$ cat config.mk
export PLATFORM = sky130hd
export DESIGN_NAME = mem_subword_ctrl
export DESIGN_NICKNAME = d
export VERILOG_FILES = /design/src/rtl/mem_subword_ctrl_pkg.sv /design/src/rtl/mem_subword_ctrl_lane.sv /design/src/rtl/mem_subword_ctrl.sv
export SDC_FILE = /design/constraint.sdc
export NUM_CORES = 1
export LEC_CHECK = 0
export BUFFER_PORTS_ARGS = -buffer_cell sky130_fd_sc_hd__buf_4
export CAP_MARGIN = 20
export CORE_UTILIZATION = 45
export CTS_BUF_LIST = sky130_fd_sc_hd__clkbuf_2
export DETAILED_ROUTE_END_ITERATION = 8
export PLACE_DENSITY = 0.95
export SETUP_SLACK_MARGIN = 0.3
export SYNTH_ARGS = -nofsm -noshare
export SYNTH_HDL_FRONTEND = slang
export SYNTH_HIERARCHICAL = 1
export SYNTH_SLANG_ARGS = --single-unit
$ cat constraint.sdc
create_clock -name clk -period 7.27 [get_ports clk]
set_input_delay 1.454 -clock clk [delete_from_list [all_inputs] [get_ports clk]]
set_output_delay 1.454 -clock clk [all_outputs]
set_load 0.05 [all_outputs]
$ cat src/rtl/mem_subword_ctrl_pkg.sv
// Shared types and helpers for the data-memory sub-word access controller.
package mips_mem_pkg;

    typedef enum logic [1:0] {
        IDLE,
        RMW,
        LOAD
    } mem_state_t;

    typedef enum logic [1:0] {
        SZ_WORD,
        SZ_HALF,
        SZ_BYTE
    } mem_size_t;

    // A set byte flag wins over the halfword flag.
    function automatic mem_size_t decode_size(input logic b, input logic half);
        if (b)
            return SZ_BYTE;
        else if (half)
            return SZ_HALF;
        return SZ_WORD;
    endfunction

    function automatic logic is_misaligned(input mem_size_t size, input logic [1:0] lo);
        return ((size == SZ_HALF) && lo[0]) || ((size == SZ_WORD) && (lo != 2'b00));
    endfunction

endpackage

$ cat src/rtl/mem_subword_ctrl_lane.sv
// Little-endian lane merge for sub-word stores and lane select/extend for loads.
module subword_lane
    import mips_mem_pkg::*;
(
    input  mem_size_t   size,
    input  logic [1:0]  lane,
    input  logic        bunsigned,
    input  logic [15:0] wdata,
    input  logic [31:0] rdata,
    output logic [31:0] merged,
    output logic [31:0] loaded
);

    logic [7:0]  bsel;
    logic [15:0] hsel;
    logic [4:0]  boff;

    assign boff = {lane, 3'b000};

    always_comb begin
        merged = rdata;
        loaded = rdata;
        bsel   = rdata[boff +: 8];
        hsel   = lane[1] ? rdata[31:16] : rdata[15:0];
        case (size)
            SZ_BYTE: begin
                merged[boff +: 8] = wdata[7:0];
                loaded = {{24{~bunsigned & bsel[7]}}, bsel};
            end
            SZ_HALF: begin
                // Only lane[1] picks the halfword; lane[0] is ignored here.
                if (lane[1])
                    merged[31:16] = wdata;
                else
                    merged[15:0] = wdata;
                loaded = {{16{~bunsigned & hsel[15]}}, hsel};
            end
            default: ;
        endcase
    end

endmodule

$ cat src/rtl/mem_subword_ctrl.sv
// MEM-stage data RAM controller: word stores direct, sub-word stores as RMW, loads as 2-cycle read.
// Optional MISALIGN_TRAP_EN adds a misalign output and blocks misaligned halfword/word accesses.
module mem_subword_ctrl
    import mips_mem_pkg::*;
#(
    parameter int ADDR_W = 32
) (
    input  logic              clk,
    input  logic              reset,
    input  logic              memwrite,
    input  logic              memread,
    input  logic              half,
    input  logic              b,
    input  logic              bunsigned,
    input  logic [ADDR_W-1:0] dataadr,
    input  logic [31:0]       writedata,
    output logic [31:0]       readdata,
    output logic              rdata_valid,
    output logic              stall,
    output logic [ADDR_W-3:0] ram_addr,
    output logic              ram_we,
    output logic [31:0]       ram_wdata,
`ifdef MISALIGN_TRAP_EN
    output logic              misalign,
`endif
    input  logic [31:0]       ram_rdata
);

    mem_state_t  state, state_nxt;
    mem_size_t   size;
    logic        bad;
    logic [31:0] merged, loaded;

    assign size     = decode_size(b, half);
    assign ram_addr = dataadr[ADDR_W-1:2];

`ifdef MISALIGN_TRAP_EN
    assign bad = (memwrite | memread) & is_misaligned(size, dataadr[1:0]);
`else
    assign bad = 1'b0;
`endif

    subword_lane u_lane (
        .size      (size),
        .lane      (dataadr[1:0]),
        .bunsigned (bunsigned),
        .wdata     (writedata[15:0]),
        .rdata     (ram_rdata),
        .merged    (merged),
        .loaded    (loaded)
    );

    always_ff @(posedge clk) begin
        if (reset)
            state <= IDLE;
        else
            state <= state_nxt;
    end

    always_comb begin
        state_nxt   = state;
        ram_we      = 1'b0;
        ram_wdata   = '0;
        stall       = 1'b0;
        rdata_valid = 1'b0;
`ifdef MISALIGN_TRAP_EN
        misalign    = 1'b0;
`endif
        case (state)
            IDLE: begin
                if (bad) begin
`ifdef MISALIGN_TRAP_EN
                    misalign = 1'b1;
`endif
                end else if (memwrite) begin
                    if (size == SZ_WORD) begin
                        ram_we    = 1'b1;
                        ram_wdata = writedata;
                    end else begin
                        stall     = 1'b1;
                        state_nxt = RMW;
                    end
                end else if (memread) begin
                    stall     = 1'b1;
                    state_nxt = LOAD;
                end
            end
            RMW: begin
                ram_we    = 1'b1;
                ram_wdata = merged;
                state_nxt = IDLE;
            end
            LOAD: begin
                rdata_valid = 1'b1;
                state_nxt   = IDLE;
            end
            default: state_nxt = IDLE;
        endcase
        // Reset masks every pipeline-visible strobe in the same cycle, aborting an RMW write.
        if (reset) begin
            ram_we      = 1'b0;
            stall       = 1'b0;
            rdata_valid = 1'b0;
`ifdef MISALIGN_TRAP_EN
            misalign    = 1'b0;
`endif
        end
        readdata = rdata_valid ? loaded : '0;
    end

endmodule

==> impl_metrics.prom <==
# TYPE chip_impl_metric gauge
chip_impl_info{name="status",value="completed"} 1
chip_impl_metric{name="total_leakage_power",unit="nW"} 1.74
chip_impl_metric{name="die-width",unit="um"} 81.0
chip_impl_metric{name="design.die.area",unit="um^2"} 6560
chip_impl_metric{name="tns",unit="ns"} 0
chip_impl_metric{name="multi_input_comb_area",unit="um^2"} 2280
chip_impl_metric{name="detailedPlace.worstSlack",unit="ns"} 1.65
chip_impl_metric{name="internal-power",unit="W"} 0.000129
chip_impl_metric{name="worstPathArrival",unit="ns"} 4.29
chip_impl_metric{name="worst-r2r-cell-count",unit=""} 2
chip_impl_metric{name="postSynth.asyncResetShare",unit="%"} 0
chip_impl_metric{name="cap_viol_max_count",unit=""} 0
chip_impl_metric{name="final_period_minus_worst_setup_slack",unit="ns"} 5.75
chip_impl_metric{name="layout_setup_ws",unit="ns"} 1.52
chip_impl_info{name="worstReg2RegEnd",value="state[1]"} 1
chip_impl_metric{name="seq_area",unit="um^2"} 40.0
chip_impl_metric{name="yosys_synthesis_warning_count",unit=""} 6
chip_impl_metric{name="mappedNetlistArea",unit="um^2"} 2810
chip_impl_metric{name="report.final.setup_viol",unit=""} 0
chip_impl_metric{name="p_total",unit="W"} 0.000302
chip_impl_metric{name="synth_edf_count",unit=""} 0
chip_impl_metric{name="cts_resized",unit=""} 0
chip_impl_metric{name="drv_slew",unit=""} 0
chip_impl_metric{name="antenna_found_initial",unit=""} 0
chip_impl_metric{name="route.vias.total",unit=""} 3659
chip_impl_metric{name="ys_seq_area_share",unit="%"} 1.43
chip_impl_metric{name="share_comb_of_total_power",unit="%"} 89.8
chip_impl_metric{name="postSynthRegisterBits",unit=""} 2
chip_impl_metric{name="post_synth.cell_area_avg",unit="um^2"} 7.00
chip_impl_metric{name="finalClockSkew",unit="ns"} 0.000916
chip_impl_metric{name="drt_iter0_drc",unit=""} 434
chip_impl_metric{name="insertion_delay_of_the_later_clocked_pin_in_the_worst_skew_pair",unit="ns"} 0.20
chip_impl_info{name="rr_startpoint",value="state[1]"} 1
chip_impl_metric{name="drt-total-wl",unit="mm"} 10.7
chip_impl_metric{name="pwr-share-seq",unit="%"} 4.1
chip_impl_metric{name="globalplace.congestion",unit=""} 0.976
chip_impl_info{name="top_regs",value="state x2"} 1
chip_impl_metric{name="final_antenna_net_count",unit=""} 0
chip_impl_metric{name="postSynthNetCount",unit=""} 511
chip_impl_metric{name="drtPass1Iterations",unit=""} 5
chip_impl_metric{name="fillCellCount",unit=""} 572
chip_impl_metric{name="fmax",unit="MHz"} 174
chip_impl_info{name="cts_tree",value="built"} 1
chip_impl_info{name="synth_area_leader_cell",value="sky130_fd_sc_hd__a32o_1"} 1
chip_impl_info{name="hold_path_class",value="reg -> reg"} 1
chip_impl_metric{name="timing_hold_violations_final",unit=""} 0
chip_impl_metric{name="final_core_utilization",unit="%"} 60.4
chip_impl_metric{name="initial_core_util",unit="%"} 47.1
chip_impl_metric{name="cts.sink_count",unit=""} 2
chip_impl_info{name="rsz0062_at_grt",value="false"} 1
chip_impl_metric{name="core_area",unit="um^2"} 5960
chip_impl_info{name="timing.critical_path.from",value="b"} 1
chip_impl_metric{name="post-dp-hpwl",unit="mm"} 8.16
chip_impl_metric{name="synth_top_area_share",unit="%"} 11.4
chip_impl_metric{name="yosys.cell_types.count",unit=""} 46
chip_impl_metric{name="largest_register_ff_count",unit=""} 2
chip_impl_info{name="timing.setup.critical_path_class",value="in -> out"} 1
chip_impl_metric{name="layout_worst_path_cycle_share",unit="%"} 79.1
chip_impl_info{name="cts_root_buf",value="sky130_fd_sc_hd__clkbuf_2"} 1
chip_impl_info{name="max_flop_register",value="state"} 1
chip_impl_metric{name="power.clock.fraction",unit="%"} 6.1
chip_impl_metric{name="avgRoutedWirePerCell",unit="um"} 19.3
chip_impl_metric{name="worstPathRequired",unit="ns"} 5.82
chip_impl_metric{name="top_level_ports",unit=""} 200
chip_impl_metric{name="post-cts-setup-buffers",unit=""} 0
chip_impl_metric{name="route.detailed.drc",unit=""} 0
chip_impl_info{name="ys_top_cells_by_count",value="sky130_fd_sc_hd__nand2_1, sky130_fd_sc_hd__buf_4, sky130_fd_sc_hd__and2_1, sky130_fd_sc_hd__a32o_1, sky130_fd_sc_hd__a21oi_1"} 1
chip_impl_info{name="timing.critical_path.to",value="ram_wdata[29]"} 1
chip_impl_metric{name="vdd_drop_max",unit="uV"} 108
chip_impl_metric{name="antenna-diode-count",unit=""} 0
chip_impl_info{name="timing.critical_path.from_type",value="input port"} 1
chip_impl_metric{name="drive_gt1_share",unit="%"} 35.6
chip_impl_metric{name="io_buffers",unit=""} 139
chip_impl_metric{name="power.switching_fraction",unit="%"} 57.4
chip_impl_metric{name="net-switching-power",unit="W"} 0.000173
chip_impl_metric{name="vias_in_the_first_global_route",unit=""} 3267
chip_impl_metric{name="pwr_density_cell",unit="nW/um^2"} 83.9
chip_impl_info{name="synthMostInstantiatedCell",value="sky130_fd_sc_hd__nand2_1"} 1
chip_impl_metric{name="die_y",unit="um"} 81.0
chip_impl_metric{name="grt_first_pass_wirelength",unit="mm"} 16.3
chip_impl_info{name="synthFlopType",value="sky130_fd_sc_hd__dfxtp_1"} 1
chip_impl_metric{name="floorplan.rows",unit=""} 28
chip_impl_metric{name="clock_path_buffers",unit=""} 2
chip_impl_metric{name="gr-total-overflow",unit=""} 0
chip_impl_metric{name="clk_pin_slew_worst_paths",unit="ns"} 0.03
chip_impl_metric{name="worst-path-max-fanout",unit=""} 32
chip_impl_metric{name="synthesis_to_layout_area_growth",unit="%"} 28.2
chip_impl_metric{name="htreeDepth",unit=""} 1
chip_impl_metric{name="largest_net_degree_at_the_start_of_global_routing",unit=""} 49
chip_impl_metric{name="timing.max_slew.rel_slack",unit="%"} 28.3
chip_impl_metric{name="routed_vias_inst",unit=""} 6.58
chip_impl_info{name="synth.top_cells.by_area",value="sky130_fd_sc_hd__a32o_1, sky130_fd_sc_hd__buf_4, sky130_fd_sc_hd__and2_1"} 1
chip_impl_metric{name="finalNetCount",unit=""} 593
chip_impl_metric{name="gr-usage-all-layers",unit="%"} 31.7
chip_impl_metric{name="synthCells",unit=""} 401
chip_impl_info{name="kind_of_end_point_of_the_critical_path",value="output port"} 1
chip_impl_metric{name="worst-slew-pin-transition",unit="ns"} 1.08
chip_impl_metric{name="ff2ff_setup_slack",unit="ns"} 6.21
chip_impl_metric{name="cts_stage_hold_buffer_count",unit=""} 0
chip_impl_metric{name="cts_made_buffers",unit=""} 3
area by class of cell:
class / instances / area share, %
Clock buffer: 3 / 0.417
Inverter: 15 / 1.56
Multi-Input combinational cell: 317 / 63.3
Sequential cell: 2 / 1.11
Tap cell: 75 / 2.61
Timing Repair Buffer: 144 / 31.0
worst min path at each step:
| stage | from | endpoint | cells after the start |
|---|---|---|---|
| 3_5_place_dp | state[0] | state[0] | 2 |
| 6_report | state[0] | state[1] | 2 |
| 4_1_cts | state[0] | state[1] | 2 |
| 5_1_grt | state[1] | state[1] | 2 |
| 2_1_floorplan | state[1] | state[0] | 2 |
| 3_3_place_gp | state[1] | state[0] | 2 |
cells in the final DEF, fill, tap and decap left out, types with 2 or more instances in the layout:
master,synthesis,layout
sky130_fd_sc_hd__a21o_1,4,4
sky130_fd_sc_hd__a21oi_1,29,29
sky130_fd_sc_hd__a221o_1,8,8
sky130_fd_sc_hd__a222oi_1,7,7
sky130_fd_sc_hd__a22o_1,7,7
sky130_fd_sc_hd__a22oi_1,7,7
sky130_fd_sc_hd__a31oi_1,3,3
sky130_fd_sc_hd__a32o_1,32,32
sky130_fd_sc_hd__a32oi_1,7,7
sky130_fd_sc_hd__and2_1,34,34
sky130_fd_sc_hd__buf_4,35,141
sky130_fd_sc_hd__buf_8,0,2
sky130_fd_sc_hd__clkbuf_2,3,3
sky130_fd_sc_hd__dfxtp_1,2,2
sky130_fd_sc_hd__ha_1,7,7
sky130_fd_sc_hd__inv_1,13,13
sky130_fd_sc_hd__inv_2,2,2
sky130_fd_sc_hd__mux2_2,9,9
sky130_fd_sc_hd__mux2i_1,20,20
sky130_fd_sc_hd__nand2_1,47,47
sky130_fd_sc_hd__nand2b_1,2,2
sky130_fd_sc_hd__nor2_1,28,27
sky130_fd_sc_hd__nor2b_1,21,20
sky130_fd_sc_hd__nor3b_2,2,2
sky130_fd_sc_hd__nor4_4,2,2
sky130_fd_sc_hd__o21ai_0,3,3
sky130_fd_sc_hd__o21ai_1,8,8
sky130_fd_sc_hd__o221ai_1,8,8
sky130_fd_sc_hd__o22ai_1,2,2
sky130_fd_sc_hd__o2bb2ai_1,7,7
power groups by stage:
stage          Sequential, W   Clock, W  Combinational (W)
2_1_floorplan      0.0000123          0           0.000220
3_3_place_gp       0.0000125          0           0.000257
3_5_place_dp       0.0000125          0           0.000264
4_1_cts            0.0000124  0.0000188           0.000265
5_1_grt            0.0000125  0.0000213           0.000288
6_report           0.0000124  0.0000185           0.000271
critical path: stages:
cell and delay (ns):
sky130_fd_sc_hd__buf_4 0.13, sky130_fd_sc_hd__nor2b_1 0.15, sky130_fd_sc_hd__inv_1 0.07, sky130_fd_sc_hd__ha_1 1.00
sky130_fd_sc_hd__buf_4 0.42, sky130_fd_sc_hd__nor2_1 0.21, sky130_fd_sc_hd__a22oi_1 0.24, sky130_fd_sc_hd__o221ai_1 0.17
sky130_fd_sc_hd__a32o_1 0.24, sky130_fd_sc_hd__buf_4 0.18
metrics by stage:
stage	cell area [um^2]	hold slack (ns)	std cells
2_1_floorplan	2810	0.580	401
3_3_place_gp	3530	0.654	550
3_5_place_dp	3580	0.675	553
4_1_cts	3600	0.701	556
5_1_grt	3600	0.751	556
6_report	3600	0.700	556
routing by layer:
metal / up-vias / GRT usage [%] / part of all wire [%]
met5: - / 0 / 0
met4: 0 / 12.1 / 2.5
met3: 36 / 5.39 / 12
met2: 286 / 49.9 / 45
met1: 1705 / 42.5 / 40
li1: 1632 / - / -
cell families (layout without fill, tap and decap cells):
kind of cell / count (synthesis) / in the layout / share of synthesized area (%)
buffers and inverters: 82 / 162 / 17.6
DFF: 2 / 2 / 1.43
AOI/OAI and AO/OA: 135 / 135 / 38.5
muxes: 30 / 30 / 11.3
and+or+nand+nor: 145 / 145 / 28.0
adders and majority gates: 7 / 7 / 3.12
(Power assumes the default switching activity.)
